<file path="src/rtl/sram_access_ctrl.sv">
// SRAM timing controller: sequences CE/OE/WE/UB/LB for one
// granted access at a time, with setup, access and hold phases.
module sram_access_ctrl #(
  parameter int ADDR_W      = 20,
  parameter int DATA_W      = 16,
  parameter int WAIT_CYCLES = 2
) (
  input  logic              Clk,
  input  logic              Reset,
  input  logic              req_valid,
  input  logic              req_we,
  input  logic [ADDR_W-1:0] req_addr,
  input  logic [DATA_W-1:0] req_wdata,
  input  logic [1:0]        req_be,
  output logic              req_ready,
  output logic              rsp_done,
  output logic [DATA_W-1:0] rsp_rdata,
  output logic              busy,
  output logic [ADDR_W-1:0] SRAM_ADDR,
  output logic              SRAM_CE_N,
  output logic              SRAM_OE_N,
  output logic              SRAM_WE_N,
  output logic              SRAM_UB_N,
  output logic              SRAM_LB_N,
  output logic [DATA_W-1:0] Data_write,
  input  logic [DATA_W-1:0] Data_read,
  output logic              drive_en
);

  localparam int HALF_W = DATA_W / 2;
  localparam logic [3:0] WAIT_LAST = 4'(WAIT_CYCLES - 1);

  typedef enum logic [1:0] {
    IDLE,
    SETUP,
    ACCESS,
    HOLD
  } state_t;

  state_t      state;
  logic [3:0]  wait_cnt;
  logic        we_q;
  logic [1:0]  be_q;
  logic [DATA_W-1:0] lane_mask;

  assign lane_mask = {{HALF_W{be_q[1]}}, {HALF_W{be_q[0]}}};

  always_ff @(posedge Clk) begin
    if (Reset) begin
      state      <= IDLE;
      wait_cnt   <= '0;
      we_q       <= 1'b0;
      be_q       <= 2'b00;
      req_ready  <= 1'b1;
      rsp_done   <= 1'b0;
      rsp_rdata  <= '0;
      busy       <= 1'b0;
      SRAM_ADDR  <= '0;
      SRAM_CE_N  <= 1'b1;
      SRAM_OE_N  <= 1'b1;
      SRAM_WE_N  <= 1'b1;
      SRAM_UB_N  <= 1'b1;
      SRAM_LB_N  <= 1'b1;
      Data_write <= '0;
      drive_en   <= 1'b0;
    end else begin
      rsp_done <= 1'b0;
      unique case (state)
        IDLE: begin
          if (req_valid) begin
            state     <= SETUP;
            req_ready <= 1'b0;
            busy      <= 1'b1;
            we_q      <= req_we;
            be_q      <= req_be;
            SRAM_ADDR <= req_addr;
            SRAM_CE_N <= 1'b0;
            SRAM_UB_N <= ~req_be[1];
            SRAM_LB_N <= ~req_be[0];
            if (req_we) begin
              drive_en   <= 1'b1;
              Data_write <= req_wdata;
            end
          end
        end
        SETUP: begin
          state    <= ACCESS;
          wait_cnt <= WAIT_LAST;
          if (we_q) begin
            SRAM_WE_N <= 1'b0;
          end else begin
            SRAM_OE_N <= 1'b0;
          end
        end
        ACCESS: begin
          if (wait_cnt == 4'd0) begin
            state     <= HOLD;
            SRAM_OE_N <= 1'b1;
            SRAM_WE_N <= 1'b1;
            // Last strobe cycle: bus data is stable here
            if (!we_q) begin
              rsp_rdata <= Data_read & lane_mask;
            end
          end else begin
            wait_cnt <= wait_cnt - 4'd1;
          end
        end
        HOLD: begin
          state     <= IDLE;
          req_ready <= 1'b1;
          busy      <= 1'b0;
          rsp_done  <= 1'b1;
          SRAM_CE_N <= 1'b1;
          SRAM_UB_N <= 1'b1;
          SRAM_LB_N <= 1'b1;
          drive_en  <= 1'b0;
        end
        default: state <= IDLE;
      endcase
    end
  end

endmodule

</file>
<file path="config.mk">
export PLATFORM = sky130hd
export DESIGN_NAME = sram_access_ctrl
export DESIGN_NICKNAME = d
export VERILOG_FILES = /design/src/rtl/sram_access_ctrl.sv
export SDC_FILE = /design/constraint.sdc
export NUM_CORES = 1
export LEC_CHECK = 0
export BUFFER_PORTS_ARGS = -buffer_cell sky130_fd_sc_hd__buf_2
export CORE_ASPECT_RATIO = 0.75
export CORE_MARGIN = 2
export CORE_UTILIZATION = 42
export CTS_CLUSTER_DIAMETER = 50
export DETAILED_ROUTE_END_ITERATION = 8
export PLACE_DENSITY = 0.84
export SLEW_MARGIN = 20
export SYNTH_ARGS = -nofsm -noshare
export SYNTH_HDL_FRONTEND = slang
export SYNTH_SLANG_ARGS = --single-unit
</file>
<file path="constraint.sdc">
create_clock -name Clk -period 1.35 [get_ports Clk]
set_input_delay 0.135 -clock Clk [delete_from_list [all_inputs] [get_ports Clk]]
set_output_delay 0.135 -clock Clk [all_outputs]
set_load 0.005 [all_outputs]
</file>
==> results of run 1 <==
-- metrics by stage --
step | instances | total power (uW)
6_report | 553 | 7820
5_1_grt | 553 | 8250
4_1_cts | 551 | 7530
3_5_place_dp | 530 | 5110
3_3_place_gp | 530 | 5010
2_1_floorplan | 329 | 4220
-- critical path, cell delays in order (launching register included) --
cell and delay, ps:
dfxtp_2 330, inv_2 80, ha_2 230, inv_1 70, or4_4 550, o311ai_4 80
-- repair_timing --
item                                    in CTS  in global routing
endpoints found under the setup margin      34                 66
gates resized for setup                     29                 24
pin swaps                                   10                 24
setup buffers                                2                  2
gates cloned                                 3                  1
-- worst min-delay path by stage --
| stage | startpoint | slack (ps) | endpoint |
|---|---|---|---|
| final | req_addr[16] | 20 | SRAM_ADDR[16]$_SDFFE_PP0P_ |
| after detailed placement | req_addr[14] | 380 | SRAM_ADDR[14]$_SDFFE_PP0P_ |
| after global placement | req_wdata[15] | 380 | Data_write[15]$_SDFFE_PP0P_ |
| after global routing | req_addr[16] | 10 | SRAM_ADDR[16]$_SDFFE_PP0P_ |
| after CTS | req_addr[14] | 7 | SRAM_ADDR[14]$_SDFFE_PP0P_ |
| after floorplan | req_wdata[0] | 270 | Data_write[0]$_SDFFE_PP0P_ |
-- sequential cells by signal, summed over array words and instances, names as in the netlist --
signal      flops
Data_write     16
SRAM_ADDR      20
SRAM_CE_N       1
SRAM_LB_N       1
SRAM_OE_N       1
SRAM_UB_N       1
SRAM_WE_N       1
be_q            2
busy            1
drive_en        1
rsp_done        1
rsp_rdata      16
state           2
wait_cnt        4
we_q            1
-- per-layer routing --
layer / vias to the layer above / wire (um)
met5: - / 0
met2: 94 / 3750
li1: 1398 / -
met1: 1290 / 3350
met4: 0 / 131
met3: 13 / 482
-- cell families after synthesis --
group	Yosys count
XOR/XNOR	1
adder cells (fa/ha/maj)	6
AND/OR/NAND/NOR	126
multiplexers	2
flip-flops	69
buffers and inverters	34
AO/OA/AOI/OAI	91
-- layout make-up --
type / count / share of cell area
repair buffers: 155 / 0.228
clock inverters: 6 / 0.0278
inverters: 6 / 0.00624
well taps: 81 / 0.0253
multi-input cells: 226 / 0.336
clock buffers: 10 / 0.0318
flip-flops and latches: 69 / 0.346
-- power by group through the flow --
stage               Combinational (uW)  Sequential, uW  Clock (uW)
floorplan                         1630            2590           0
global placement                  2430            2580           0
detailed placement                2510            2600           0
CTS                               2920            2560        2050
global route                      3490            2610        2140
finish                            3220            2580        2020
-- synthesized netlist by cell type (all sizes together) --
cell type,number,area share
mux2,1,0.0041
a211oi,3,0.0082
clkbuf,12,0.018
mux2i,1,0.0036
xnor2,1,0.0032
dfxtp,69,0.50
or3b,1,0.0032
o21ai,17,0.031
nand2,82,0.11
and2,1,0.0023
nor2,4,0.0055
nor3b,1,0.0046
nand4,16,0.036
and3b,1,0.0032
or4,1,0.0027
buf,16,0.037
ha,6,0.027
nor3,2,0.0036
inv,6,0.0082
nand2b,8,0.018
o21bai,4,0.011
and3,1,0.0023
nor2b,2,0.0046
nand3b,2,0.0055
a311oi,1,0.0032
o311ai,2,0.0091
o2bb2ai,2,0.0064
a21oi,62,0.11
nor4b,1,0.0032
nand3,3,0.0055
==> impl_metrics.yaml, run 1 <==
timing:
  setup_viol: 20
  hold_viol_final: 0
  worst_slack_ps: -88.0
  tns_ps: -1040
  worstMarginPinSlew_ps: 381
  finalCriticalPeriod_ps: 1440
  fin_skew_ps: 9.62
  finalMaxSlewViolations: 0
  finalCritPeriodShare: 1.07
  clock.fmax_ghz: 0.695
  slew_headroom: 0.746
  rsz0062_at_grt: "true"
  whs_ps: 21.1
global_route:
  gr-usage-all-layers: 0.204
  grt_max_degree: 26
  use_met3: 0.0639
  grt_util_met1: 0.241
  grt_busiest_layer: "met2"
  overflow: 0
  grt_use_met2: 0.351
  first_global_vias: 2600
  antenna_found_initial: 0
  grt_pass1_wl_mm: 11.7
cts:
  clkSlewWorstSetupHoldPaths_ps: 70
  htreeDepth: 3
  clockRootBuffer: "clkbuf_8"
  clkLatencyLatePin_ps: 350
  cts_num_sinks: 69
  cts_tree: "yes"
  cts-buffers-inserted: 9
  postCtsHoldBufs: 0
  clk_path_buf_depth: 2
floorplanning:
  initial_utilization: 0.434
  core_mm2: 0.00632
  design.portCount: 119
  fp.dieArea_mm2: 0.00720
  die-height_um: 74
  rows: 25
  fp.dieW_um: 97.3
outcome:
  failed_checks: "setup timing"
  outcome: "finished with violations"
run:
  maxCapViolations: 0
final_layout:
  layout-drive-gt1-share: 0.447
  nFillCells: 534
  multiInputGateArea_mm2: 0.00135
  finalNetCount: 531
  final_cell_mix: "buf_2 (118), nand2_1 (81), dfxtp_1 (65), a21oi_1 (57), buf_4 (26)"
  regArea_mm2: 0.00139
  area_growth_pct: 46.1
  n_antenna_cell: 0
  layout_commonest_cell: "buf_2"
  utilization: 0.634
  final_cell_area_mm2: 0.00401
worst_setup_path:
  criticalPathCategory: "reg -> reg"
  endpoint_kind: "register"
  r2r_start: "state[0]$_SDFFE_PP0P_"
  arrival_ps: 1680
  rr_endpoint: "wait_cnt[1]$_SDFFE_PP0P_"
  cp-startpoint: "state[0]$_SDFFE_PP0P_"
  rrSetupSlack_ps: -90
  crit_path_start_kind: "register"
  cp-endpoint: "wait_cnt[1]$_SDFFE_PP0P_"
  cp_max_fo: 6
  ff2ff_path_depth: 5
  crit_required_ps: 1590
power_and_ir_drop:
  p_sw_uw: 2760
  p_per_area_mw_per_mm2: 1950
  p_leak_uw: 0.00178
  ir_worst_vdd_uv: 1090
  clkPwrFrac: 0.258
  intPower_uw: 5060
  pwr-share-seq: 0.330
  swShare: 0.353
  combinationalPowerShare: 0.412
yosys:
  synth_fa_ha_area_frac: 0.0274
  yosys.area_share.simple: 0.213
  synth-seq-cells: 69
  synth_warnings: 0
  synth_nets: 393
  muxShareOfSynthArea: 0.00775
  syn_area_mm2: 0.00274
  ys_types: 38
  syn_inst: 329
  synth_compound_area_frac: 0.182
  synth_xor_area_frac: 0.00319
  synth_top_family_by_area: "simple AND/OR/NAND/NOR gates"
  synth-seq-area-share: 0.503
  syn_avg_cell_area_um2: 8.34
place:
  post-place-ws_ps: -159
  dpl_cell_area_mm2: 0.00355
  dp_hpwl_mm: 5.11
  place_congestion: 0.800
  numPortBuffers: 118
drt:
  wl_per_cell_um: 14.0
  drc: 0
  drt_iter0_drc: 95
  drt-total-wl_mm: 7.72
  via_per_inst: 5.05
  ant_nets: 0
  drtPass1Iterations: 4
  vias: 2795
hold_path:
  hold_class: "in -> reg"
  min_path_cells: 3
(Power assumes the default switching activity.)
==> run 2: changes to the inputs <==
==> constraint.sdc (replaced) <==
create_clock -name Clk -period 1.35 [get_ports Clk]
set_input_delay 0.3375 -clock Clk [delete_from_list [all_inputs] [get_ports Clk]]
set_output_delay 0.3375 -clock Clk [all_outputs]
set_load 0.005 [all_outputs]
==> run 2 against run 1 <==
  * The run still ends with setup timing left
  * Non-clock buffer count up 3
  * Clock-buffer cell count down 1
  * Power down 0.96%
  * Flip-flop and latch count unchanged
  * Sequential power about the same
  * Combinational power up 2%
  * Via count up 0.61%
==> impl_metrics.yaml, run 2 (synthesis results as in run 1) <==
outcome:
  outcome: "finished with violations"
  failed_checks: "setup timing"
final_layout:
  final_cells: 556
  layout_commonest_cell: "buf_2"
  final_cell_mix: "buf_2 (119), nand2_1 (81), dfxtp_1 (65), a21oi_1 (55), buf_4 (29)"
  area_growth_pct: 47.1
  largest_reg_flops: 20
  largest_registers: "SRAM_ADDR: 20 flops, Data_write: 16 flops, rsp_rdata: 16 flops"
  top_register: "SRAM_ADDR"
  finalNetCount: 534
  n_antenna_cell: 0
  layout-drive-gt1-share: 0.455
drt:
  vias: 2812
  drtPass1Iterations: 4
  ant_nets: 0
  wl_per_cell_um: 13.8
  drt-total-wl_mm: 7.66
  drt_iter0_drc: 97
  route.met2.wl_mm: 3.74
  via_per_inst: 5.06
  drc: 0
  dr_wl_met3_um: 546
  route.top_layer_used: "met4"
  drt-met1-wl_mm: 3.25
global_route:
  overflow: 0
  grt_pass1_wl_mm: 11.6
  gr-usage-all-layers: 0.202
  grt_max_degree: 19
  antenna_found_initial: 0
  first_global_vias: 2677
floorplanning:
  core_mm2: 0.00632
  fp.dieArea_mm2: 0.00720
  die-height_um: 74
  initial_utilization: 0.434
  rows: 25
  fp.dieW_um: 97.3
  design.portCount: 119
power_and_ir_drop:
  p_per_area_mw_per_mm2: 1920
  p_total_uw: 7740
  p_leak_uw: 0.00179
  ir_worst_vdd_uv: 935
hold_path:
  hold_class: "in -> reg"
  hold_end: "SRAM_ADDR[9]$_SDFFE_PP0P_"
  hp-start: "req_addr[9]"
  min_path_cells: 3
timing:
  fin_skew_ps: 8.11
  hold_viol_final: 0
  setup_viol: 20
  worstMarginPinSlew_ps: 374
  rsz0062_at_grt: "true"
  worst_slack_ps: -122
  finalMaxSlewViolations: 0
  tns_ps: -1390
  finalCritPeriodShare: 1.09
  finalCriticalPeriod_ps: 1470
  slew_headroom: 0.750
  clock.fmax_ghz: 0.679
cts:
  cts-buffers-inserted: 9
  clkLatencyLatePin_ps: 340
  postCtsHoldBufs: 0
  cts_tree: "yes"
  clk_path_buf_depth: 2
  clockRootBuffer: "clkbuf_8"
  htreeDepth: 3
  clkSlewWorstSetupHoldPaths_ps: 80
  cts_num_sinks: 69
worst_setup_path:
  cp_max_fo: 8
  r2r_start: "wait_cnt[0]$_SDFFE_PP0P_"
  crit_required_ps: 1620
  criticalPathCategory: "reg -> reg"
  rr_endpoint: "rsp_rdata[7]$_SDFFE_PP0P_"
  arrival_ps: 1740
  endpoint_kind: "register"
  ff2ff_path_depth: 6
  crit_path_start_kind: "register"
  rrSetupSlack_ps: -120
place:
  post-place-ws_ps: -134
  dp_hpwl_mm: 5.17
  place_congestion: 0.800
  numPortBuffers: 118
  dpl.cell_count: 531
run:
  maxCapViolations: 0
[run 2: cell types whose count changed in the layout (fill, tap and decap cells not counted), sizes merged]
| cell | change |
|---|---|
| buf | +4 |
| clkbuf | -2 |
| bufinv | -1 |
| clkinv | +1 |
| inv | +1 |
[run 2: worst max-delay path by stage]
stage | start | end | slack [ps] | cells past startpoint
finish | wait_cnt[0]$_SDFFE_PP0P_ | rsp_rdata[7]$_SDFFE_PP0P_ | -120 | 6
global route | wait_cnt[0]$_SDFFE_PP0P_ | rsp_rdata[7]$_SDFFE_PP0P_ | -190 | 6
CTS | wait_cnt[0]$_SDFFE_PP0P_ | rsp_rdata[14]$_SDFFE_PP0P_ | -60 | 6
detailed placement | wait_cnt[1]$_SDFFE_PP0P_ | rsp_rdata[6]$_SDFFE_PP0P_ | -130 | 6
global placement | wait_cnt[0]$_SDFFE_PP0P_ | rsp_rdata[11]$_SDFFE_PP0P_ | -70 | 6
floorplan | wait_cnt[0]$_SDFFE_PP0P_ | rsp_rdata[0]$_SDFFE_PP0P_ | -70 | 7
[run 2: critical path, stage by stage, from the launching register on]
cell     delay, ps
dfxtp_2        340
inv_4           80
ha_4           140
nor3b_4        340
buf_6          190
nand4_1        110
a21oi_1        190
[run 2: stage by stage]
step | utilization | area [um2] | hold WS (ps)
floorplan | - | 2780 | 453
global placement | 0.562 | 3550 | 439
detailed placement | 0.562 | 3550 | 444
CTS | 0.612 | 3860 | 208
global route | 0.639 | 4040 | 207
finish | 0.639 | 4040 | 222
[run 2: repair_timing]
action,4_1_cts,5_1_grt
cloned,2,2
buffers inserted,1,4
resized for setup,22,36
pin swaps,10,31
setup endpoints to repair,24,47
hold endpoints to repair,0,0
[run 2: metal layers]
layer / GRT usage / vias to the layer above
met3: 0.0855 / 12
li1: - / 1407
met1: 0.238 / 1296
met4: 0.0849 / 0
met5: 0 / -
met2: 0.333 / 97
[run 2: power by group]
group / internal [uW] / switching (uW)
combinational: 1580 / 1720
sequential: 2360 / 229
clock: 1050 / 805
[run 2: cell type report]
class                           instances  area (um2)
Multi-Input combinational cell        226        1360
Timing Repair Buffer                  158         935
Clock inverter                          7        98.8
Sequential cell                        69        1390
Inverter                                6        25.0
Tap cell                               81         101
Fill cell                             524        2280
Clock buffer                            9         124
==> run 3: changes to the inputs <==
Settings changed: CORE_UTILIZATION 42 to 40, PLACE_DENSITY 0.84 to 0.81.
==> run 3 against run 2 <==
  * The flow still finishes with violations (setup timing)
  * Global-route usage fell by 1.3 points
  * Via count about the same
  * Critical path depth is the same
  * Register-to-register slack better by 30 ps
  * Clock power down 5%
  * Die area up 4.8%
  * Sequential power about the same
  * Setup slack better by 31 ps
  * Final cell count decreased by 0.18%
  * Largest cell class unchanged
==> impl_metrics.yaml, run 3 (synthesis results as in run 1) <==
global_route:
  overflow: 0
  grt_pass1_wl_mm: 11.3
  gr-usage-all-layers: 0.189
  antenna_found_initial: 0
  first_global_vias: 2591
  grt_max_degree: 38
hold_path:
  hold_end: "SRAM_ADDR[9]$_SDFFE_PP0P_"
  hold_class: "in -> reg"
  hp-start: "req_addr[9]"
  min_path_cells: 3
final_layout:
  utilization: 0.599
  top_register: "SRAM_ADDR"
  area_growth_pct: 47.1
  final_cell_mix: "buf_2 (118), nand2_1 (81), dfxtp_1 (65), a21oi_1 (54), buf_4 (21)"
  nFillCells: 607
  final_cell_area_mm2: 0.00404
  largest_reg_flops: 20
  layout_commonest_cell: "buf_2"
  final_cells: 555
  finalNetCount: 530
  largest_registers: "SRAM_ADDR: 20 flops, Data_write: 16 flops, rsp_rdata: 16 flops"
  layout-drive-gt1-share: 0.452
  n_antenna_cell: 0
cts:
  clkLatencyLatePin_ps: 350
  clockRootBuffer: "clkbuf_8"
  cts_tree: "yes"
  postCtsHoldBufs: 0
  clkSlewWorstSetupHoldPaths_ps: 90
  clk_path_buf_depth: 2
  cts_num_sinks: 69
  cts-buffers-inserted: 9
  htreeDepth: 3
drt:
  drtPass1Iterations: 4
  drt-total-wl_mm: 7.77
  via_per_inst: 5.07
  ant_nets: 0
  wl_per_cell_um: 14.0
  drc: 0
  drt_iter0_drc: 88
  vias: 2814
timing:
  finalCriticalPeriod_ps: 1440
  worst_slack_ps: -91.2
  tns_ps: -1120
  finalCritPeriodShare: 1.07
  rsz0062_at_grt: "true"
  hold_viol_final: 0
  fin_skew_ps: 12.0
  finalMaxSlewViolations: 0
  whs_ps: 213
  slew_headroom: 0.756
  clock.fmax_ghz: 0.694
  setup_viol: 22
  worstMarginPinSlew_ps: 365
power_and_ir_drop:
  ir_worst_vdd_uv: 748
  p_per_area_mw_per_mm2: 1900
  p_leak_uw: 0.00177
floorplanning:
  design.portCount: 119
  initial_utilization: 0.407
  die-height_um: 75.7
  fp.dieArea_mm2: 0.00754
  core_mm2: 0.00673
  rows: 26
  fp.dieW_um: 99.6
place:
  dp_hpwl_mm: 5.18
  dpl_cell_area_mm2: 0.00357
  numPortBuffers: 118
  place_congestion: 0.818
  dpl.cell_count: 531
worst_setup_path:
  arrival_ps: 1690
  rrSetupSlack_ps: -90
  crit_path_cell_trace: "inv_4, ha_4, nor3b_4, buf_6, or4_4, o311ai_2"
  crit_path_start_kind: "register"
  endpoint_kind: "register"
  rr_endpoint: "wait_cnt[1]$_SDFFE_PP0P_"
  crit_required_ps: 1600
  ff2ff_path_depth: 6
  r2r_start: "wait_cnt[0]$_SDFFE_PP0P_"
  slowest_stage: "or4_4"
  criticalPathCategory: "reg -> reg"
  critPathMaxStageDelay_ps: 410
  cp_max_fo: 4
outcome:
  outcome: "finished with violations"
  failed_checks: "setup timing"
run:
  maxCapViolations: 0
## run 3: worst max path at each step
stage / depth (start not counted) / start / to
3_3_place_gp: 6 / wait_cnt[0]$_SDFFE_PP0P_ / rsp_rdata[4]$_SDFFE_PP0P_
3_5_place_dp: 6 / wait_cnt[0]$_SDFFE_PP0P_ / rsp_rdata[12]$_SDFFE_PP0P_
4_1_cts: 6 / wait_cnt[0]$_SDFFE_PP0P_ / rsp_rdata[11]$_SDFFE_PP0P_
2_1_floorplan: 7 / wait_cnt[0]$_SDFFE_PP0P_ / rsp_rdata[0]$_SDFFE_PP0P_
6_report: 6 / wait_cnt[0]$_SDFFE_PP0P_ / wait_cnt[1]$_SDFFE_PP0P_
5_1_grt: 6 / wait_cnt[0]$_SDFFE_PP0P_ / wait_cnt[1]$_SDFFE_PP0P_
## run 3: timing repair
item | 4_1_cts | 5_1_grt
gates cloned | 0 | 3
buffers inserted | 1 | 4
pin swaps | 6 | 17
resized for setup | 16 | 47
setup endpoints to repair | 59 | 60
## run 3: power by group
part	switching [uW]	internal [uW]
Combinational	1740	1590
Sequential	227	2360
Clock	867	878
Total	2830	4820
## run 3: critical path: cells and delay by family, from the launching register on
kind,cells,cell delay (ps)
simple gates,2,580
compound gates,1,80
buf+inv,2,180
flops,1,360
fa+ha+maj,1,160
## run 3: through the flow
step | total power, uW | worst slack [ps]
after floorplan | 4220 | -65.1
after global placement | 5050 | -45.1
after detailed placement | 5160 | -154
after CTS | 7100 | -76.8
after global routing | 8100 | -115
final | 7660 | -91.2
## run 3: final cells by class
type | instances | area (um2) | share of cell area
clock buffer | 9 | 124 | 0.0307
clock inverter | 7 | 80.1 | 0.0198
inverter | 6 | 25.0 | 0.00620
multi-input combinational | 226 | 1360 | 0.338
sequential | 69 | 1390 | 0.344
tap | 84 | 105 | 0.0260
timing repair buffer | 154 | 948 | 0.235
## run 3: per-layer routing
layer | track usage | wire [um]
met3 | 0.0734 | 516
met5 | 0 | 0
met1 | 0.224 | 3390
met4 | 0.0654 | 63
met2 | 0.319 | 3800
